`config.mk`:
```
export PLATFORM = sky130hd
export DESIGN_NAME = prefix_adder_pipe
export DESIGN_NICKNAME = d
export VERILOG_FILES = /design/src/rtl/prefix_adder_pipe.sv
export SDC_FILE = /design/constraint.sdc
export NUM_CORES = 1
export LEC_CHECK = 0
export ABC_AREA = 1
export CELL_PAD_IN_SITES_DETAIL_PLACEMENT = 1
export CELL_PAD_IN_SITES_GLOBAL_PLACEMENT = 1
export CORE_MARGIN = 3
export CORE_UTILIZATION = 39
export CTS_CLUSTER_SIZE = 20
export DETAILED_ROUTE_END_ITERATION = 8
export PLACE_DENSITY = 0.79
export SETUP_SLACK_MARGIN = 0.05
export SLEW_MARGIN = 20
export SYNTH_ARGS = -nofsm -noshare
export SYNTH_HDL_FRONTEND = slang
export SYNTH_SLANG_ARGS = --single-unit
```
`constraint.sdc`:
```
create_clock -name clk -period 3.6 [get_ports clk]
set_input_delay 0.54 -clock clk [delete_from_list [all_inputs] [get_ports clk]]
set_output_delay 0.54 -clock clk [all_outputs]
set_load 0.02 [all_outputs]
```
`src/rtl/prefix_adder_pipe.sv`:
```
// Two-stage pipelined add/sub/accumulate unit: low half in stage 1, high half in stage 2, Kogge-Stone carries per half.
// Latency 2 edges, throughput 1/cycle; holds up to 2 beats under out_ready=0, ACC waits for in-flight ACC/LOAD.
module prefix_adder_pipe #(
  parameter int D_WIDTH = 40
) (
  input  logic               clk,
  input  logic               rst,
  input  logic               in_valid,
  output logic               in_ready,
  input  logic [1:0]         in_op,
  input  logic [D_WIDTH-1:0] A,
  input  logic [D_WIDTH-1:0] B,
  input  logic               Cin,
  output logic               out_valid,
  input  logic               out_ready,
  output logic [D_WIDTH-1:0] Sout,
  output logic               Cout,
  output logic               Ovf
);

  localparam int H = D_WIDTH / 2;
  localparam logic [1:0] OP_ADD  = 2'b00;
  localparam logic [1:0] OP_SUB  = 2'b01;
  localparam logic [1:0] OP_ACC  = 2'b10;
  localparam logic [1:0] OP_LOAD = 2'b11;

  // Returns {carry_out, sum} of x + y + c using a Kogge-Stone prefix tree.
  function automatic logic [H:0] ks_add(input logic [H-1:0] x, input logic [H-1:0] y,
                                        input logic c);
    logic [H-1:0] p, gg, pp, gn, pn, s;
    logic         co;
    p  = x ^ y;
    gg = x & y;
    pp = p;
    for (int d = 1; d < H; d = d * 2) begin
      gn = gg;
      pn = pp;
      for (int i = d; i < H; i++) begin
        gn[i] = gg[i] | (pp[i] & gg[i-d]);
        pn[i] = pp[i] & pp[i-d];
      end
      gg = gn;
      pp = pn;
    end
    s[0] = p[0] ^ c;
    for (int i = 1; i < H; i++) begin
      s[i] = p[i] ^ (gg[i-1] | (pp[i-1] & c));
    end
    co = gg[H-1] | (pp[H-1] & c);
    return {co, s};
  endfunction

  logic [D_WIDTH-1:0] acc;
  logic               s1_vld, s2_vld;
  logic [1:0]         s1_op, s2_op;
  logic [H-1:0]       s1_lo, s1_xhi, s1_yhi;
  logic               s1_c;

  logic [D_WIDTH-1:0] x, y;
  logic               c;
  logic [H:0]         lo_res, hi_res;
  logic               s2_ld, s1_ld, acc_hazard, in_fire, s2_ovf;

  assign out_valid  = s2_vld;
  assign s2_ld      = !s2_vld || out_ready;
  assign s1_ld      = !s1_vld || s2_ld;
  // op[1] set means ACC or LOAD: both produce the next accumulator value
  assign acc_hazard = (in_op == OP_ACC) && ((s1_vld && s1_op[1]) || (s2_vld && s2_op[1]));
  assign in_ready   = !rst && s1_ld && !acc_hazard;
  assign in_fire    = in_valid && in_ready;

  always_comb begin
    x = A;
    y = B;
    c = Cin;
    case (in_op)
      OP_ADD:  begin x = A;   y = B;                 c = Cin;  end
      OP_SUB:  begin x = A;   y = ~B;                c = 1'b1; end
      OP_ACC:  begin x = acc; y = A;                 c = Cin;  end
      OP_LOAD: begin x = A;   y = '0;                c = 1'b0; end
      default: begin x = A;   y = B;                 c = Cin;  end
    endcase
  end

  assign lo_res = ks_add(x[H-1:0], y[H-1:0], c);
  assign hi_res = ks_add(s1_xhi, s1_yhi, s1_c);
  assign s2_ovf = (s1_op != OP_LOAD) && (s1_xhi[H-1] == s1_yhi[H-1]) &&
                  (hi_res[H-1] != s1_xhi[H-1]);

  always_ff @(posedge clk) begin
    if (rst) begin
      s1_vld <= 1'b0;
      s2_vld <= 1'b0;
      s1_op  <= OP_ADD;
      s2_op  <= OP_ADD;
      s1_lo  <= '0;
      s1_c   <= 1'b0;
      s1_xhi <= '0;
      s1_yhi <= '0;
      Sout   <= '0;
      Cout   <= 1'b0;
      Ovf    <= 1'b0;
      acc    <= '0;
    end else begin
      if (out_valid && out_ready && s2_op[1]) begin
        acc <= Sout;
      end
      if (s2_ld) begin
        s2_vld <= s1_vld;
        if (s1_vld) begin
          Sout  <= {hi_res[H-1:0], s1_lo};
          Cout  <= hi_res[H];
          Ovf   <= s2_ovf;
          s2_op <= s1_op;
        end
      end
      if (s1_ld) begin
        s1_vld <= in_fire;
        if (in_fire) begin
          s1_op  <= in_op;
          s1_lo  <= lo_res[H-1:0];
          s1_c   <= lo_res[H];
          s1_xhi <= x[D_WIDTH-1:H];
          s1_yhi <= y[D_WIDTH-1:H];
        end
      end
    end
  end

endmodule

```
After elaboration in Yosys (flattened, before gate mapping)
Cells that the tools add are included.
{ "totals": {"regBits": 149, "in_bits": 87, "out_inout_bits": 44} }
{ "op_classes": {"eq_ne": 6, "mux": 3, "bitwise": 539, "n_reduce_logical": 22} }
{ "op_table": {"columns": ["op", "count"], "rows": [
  ["AND 1 bit", 316],
  ["OR 1 bit", 178],
  ["one-hot mux 40 bit (4 select lines)", 1],
  ["one-hot mux 40 bit (2 select lines)", 1],
  ["AND 20 bit", 2],
  ["NOT 40 bit", 1],
  ["bitwise XOR 1 bit", 40],
  ["bitwise XOR 20 bit", 2],
  ["logical AND 1 bit", 10],
  ["== test 2 bit, second input constant", 2],
  ["logical NOT 1 bit", 4],
  ["AND reduction 2 bit", 2],
  ["logical OR 1 bit", 3],
  ["one-hot mux 1 bit (3 select lines)", 1],
  ["OR reduction 3 bit", 1],
  ["== test 2 x 1 -> 1 bit, second input constant", 1],
  ["logical NOT 2 bit", 1],
  ["!= test 2 bit, second input constant", 1],
  ["OR reduction 2 bit", 1],
  ["== test 1 bit", 1],
  ["!= test 1 bit", 1]
]} }

Depth between registers and ports, before layout
{ "depth": {"ltp_word": 15, "depth_mapped": 20} }

Worst setup path after synthesis
No wires, ideal clock.
{ "synth_timing": {"kind": "input to register", "start": "input in_op[1]", "end": "register s1_lo[12]", "setup_time_ns": 0.109, "arrival_ns": 2.649, "path_slack_ns": 0.842, "path_stages": 16, "n_path_buf": 3, "path_cell_list": "buf_4 -> nor2_1 -> buf_2 -> buf_2 -> nand2_1 -> o221ai_1 -> ha_1 -> a21oi_1 -> nand2_2 -> nand2_2 -> nand2_2 -> a21oi_1 -> nand2b_1 -> nand3_1 -> nand2_1 -> inv_1"} }
{ "synth_between": {"elab_chain_cells": 13} }
{ "synth_lines": {"columns": ["element", "line_no", "source"], "rows": [
  ["start, declared", "10", "input logic [1:0] in_op,"],
  ["== test 2 bit, or another cell as far along", "76", "case (in_op)"],
  ["OR reduction 3 bit (no source line)", null, null],
  ["one-hot mux 40 bit (2 select lines)", "76", null],
  ["bitwise XOR 20 bit / AND 20 bit (equally long branches)", "32, 33", null],
  ["AND 1 bit", "39", "gn[i] = gg[i] | (pp[i] & gg[i-d]);"],
  ["OR 1 bit", "39", null],
  ["AND 1 bit", "39", null],
  ["OR 1 bit", "39", null],
  ["AND 1 bit", "39", null],
  ["OR 1 bit (2 in series)", "39", null],
  ["OR 1 bit", "47", "s[i] = p[i] ^ (gg[i-1] | (pp[i-1] & c));"],
  ["bitwise XOR 1 bit", "47", null],
  ["end signal, assigned", "121", "s1_lo <= lo_res[H-1:0];"],
  ["end, declared", "56", "logic [H-1:0] s1_lo, s1_xhi, s1_yhi;"]
]} }
Several ways; a longest one is shown, not always the timed one.
A chain may end at the register's enable or synchronous reset.

Final worst setup path
{ "layout_timing": {"start": "input in_op[0]", "end": "output in_ready"} }
{ "layout_between": {"elab_chain_cells": 4} }
{ "layout_lines": {"columns": ["element", "line_no", "source"], "rows": [
  ["== test 2 bit", "68", "assign acc_hazard = (in_op == OP_ACC) && ((s1_vld && s1_op[1]) || (s2_vld && s2_op[1]));"],
  ["logical AND 1 bit", "68", null],
  ["logical NOT 1 bit", "69", "assign in_ready = !rst && s1_ld && !acc_hazard;"],
  ["logical AND 1 bit", "69", null],
  ["end, declared", "9", "output logic in_ready,"]
]} }
No other way between the ends.

==> results.md <==
- Final ANT Viol Nets: 0
- Clock Tree Buf Depth: 2
- Min Hold Slack: 0.445 ns
- Post-CTS Setup Inserts: 0
- Grt ovf: 0
- Area delta synth->final: 25.9%
- Core area: 21,500 µm²
- CTS tree: yes
- Initial core utilization: 40.4%
- Rel. slew slack: 47.8%
- Post-route cell area: 10,900 µm²
- Crit path arrival time: 2.83 ns
- Max_cap viols: 0
- Final Power: 4.83 mW
- DRC viols: 0
- First-pass GRT wire length: 49,000 µm
- Die ar.: 24,100 µm²
- Site row count: 53
- Vias in the first global route: 9,481
- H-tree levels: 4
- Number of synthesis warnings: 0
- Maximum VDD drop: 0.303 mV
- Cts bufs inserted: 17
- Hold Startpoint: acc[39]$_SDFFE_PP0P_
- R2r setup slk: 1.37 ns
- Skew final: 0.00770 ns
- Crit path capture type: output pin
- Commonest cells after routing, fill and taps aside: nand2_1, o21ai_0, inv_1, a21oi_1, dfxtp_1
- EDFF count, synth: 0
- Fin. max-slew vios: 0
- Number of fillers in the final layout: 2,797
- Fin crit share: 93.5%
- Post-Route WL: 30,300 µm
- Setup TNS: 0 ns
- Die width: 155 µm
- Layout Utilization: 50.9%
- Worst-Skew Late Latency: 0.43 ns
- Vias per std cell: 5.37
- Asr flop ratio synth: 0%
- Required time worst endpoint: 3.06 ns
- Netlist cell types: 37
- Inst Count DP: 1,683
- Net count after synthesis: 1,451
- Crit. Startpoint: in_op[0]
- Mean Syn Cell Area: 6.57 µm²
- Final nets: 1,556
- Post-Place Worst Slack: 0.104 ns
- Pleak: 4.78 nW
- Reg-to-reg critical path startpoint: acc[2]$_SDFFE_PP0P_
- Crit start category: primary input
- RSZ-0062 raised after global routing: false
- Cts hold-fix bufs: 0
- Synth Instances: 1,322
- Cell Pwr Density: 442 nW/µm²
- Crit Path Max Fanout: 33
- Synthesized area: 8690 µm²
- DR pass1 iterations: 5
- Worst-Margin Slew: 0.784 ns
- Multi-input combinational cell area: 4800 µm²
- DR WL/cell: 17.7 µm
- I/O Pins: 131
- Layout cells sized above 1: 4.86%
- DR vias: 9,196
- Post-CTS resize count: 0
- Main combinational cell family by area after synthesis: compound AO/OA/AOI/OAI gates
- F_max: 297 MHz
- Hold Fails Final Rpt: 0
- Setup Viol. Count Final: 0
- Post-synthesis simple-gate area fraction: 22.1%
- Sequential share of the synthesized area: 34.1%
- Crit Path Class: in2out
- Post-placement cell area: 10,300 µm²
- CTS root buf: clkbuf_16
- Total track usage: 25.1%
- Main synth FF type: dfxtp_1
- Most common cell after layout, fill and taps aside: nand2_1
- Post-Synth Adder-Cell Area: 6.22%
- Compound-gate portion of the synthesized area: 24.4%
- Port bufs: 130
- Clk slew on worst S/H paths: 0.06 ns
- Xor/xnor share of the synthesized area: 1.81%
- Number of synthesized register bits: 148
- Final min period: 3.37 ns
- Cell Count, Final, Fillers Out: 1,714
- Antenna cells: 0
- Die H: 155 µm
- Clock sink total: 148
- Fraction of synthesized area in multiplexers: 0.576%
- Largest net degree at the start of global routing: 122
- Gpl congestion: 0.883
- Starting DRT DRC Count: 336
- Register area: 2960 µm²
- Initial antenna violation count: 0
- Hold WC Path Type: reg2reg
- Hpwl dp: 21,600 µm
- Worst setup margin: 0.233 ns
- Status: complete, no violations
-- synthesized netlist by cell type (3+ instances only) --
cell type / number / area share, %
o21ai_0: 183 / 11
nor3_1: 9 / 0.52
o221ai_1: 10 / 1.0
xnor2_1: 5 / 0.50
o21a_1: 9 / 0.78
xor2_1: 13 / 1.3
a21o_1: 4 / 0.35
nand2_2: 5 / 0.36
mux2i_1: 5 / 0.58
a21oi_1: 153 / 8.8
inv_1: 172 / 7.4
o211ai_1: 5 / 0.43
nand2_1: 277 / 12
a31oi_1: 22 / 1.6
ha_1: 40 / 5.8
nand3_1: 55 / 3.2
nand4_1: 11 / 0.79
dfxtp_1: 148 / 34
clkbuf_1: 38 / 1.6
nor2_1: 104 / 4.5
o21bai_1: 3 / 0.26
buf_1: 8 / 0.35
a211oi_1: 4 / 0.35
buf_2: 18 / 1.0
o21ai_1: 4 / 0.23
-- flip-flops by register name, summed over array words and instances (netlist names) --
signal,count
Sout,40
acc,40
s1_lo,20
s1_xhi,20
s1_yhi,20
s1_op,2
Cout,1
Ovf,1
out_valid,1
s1_c,1
s1_vld,1
s2_op,1
-- critical path: stages --
cell             delay, ns
clkdlybuf4s50_1       0.58
nor2_4                0.19
buf_4                 0.35
buf_4                 0.43
a21oi_2               0.16
clkdlybuf4s50_1       0.57
-- cell type report --
type	count	share of cell area, %
clock buffer	20	4.17
clock inverter	11	2.04
inverter	175	6.03
multi-input combinational	933	43.9
sequential	148	27.1
tap	275	3.14
timing repair buffer	152	13.7
-- power breakdown --
group | total (mW) | switching [mW] | internal [mW]
Sequential | 1.77 | 0.0571 | 1.72
Clock | 2.09 | 0.751 | 1.34
Combinational | 0.966 | 0.586 | 0.379
-- cells by family (layout without fill, tap and decap cells) --
logic type      count (synthesis)  count (layout)
buf+inv                       241             358
simple gates                  470             470
mux                             5               5
fa+ha+maj                      42              42
xor+xnor                       18              18
flops                         148             148
compound gates                398             398
-- layer usage --
metal	wire (µm)	GRT usage [%]	vias up
met5	0	0	-
li1	-	-	4557
met2	14000	42.1	180
met4	390	5.79	0
met1	14900	34.3	4428
met3	1010	3.48	31
-- path summary, 6_finish.rpt --
kind                                                to  cells past startpoint
worst max-delay path                          in_ready                      6
worst min-delay path              acc[39]$_SDFFE_PP0P_                      2
worst max register to register  s1_lo[15]$_SDFFE_PP0P_                     15
worst min register to register    acc[39]$_SDFFE_PP0P_                      2
No activity file was read; power rests on OpenSTA's default activity.
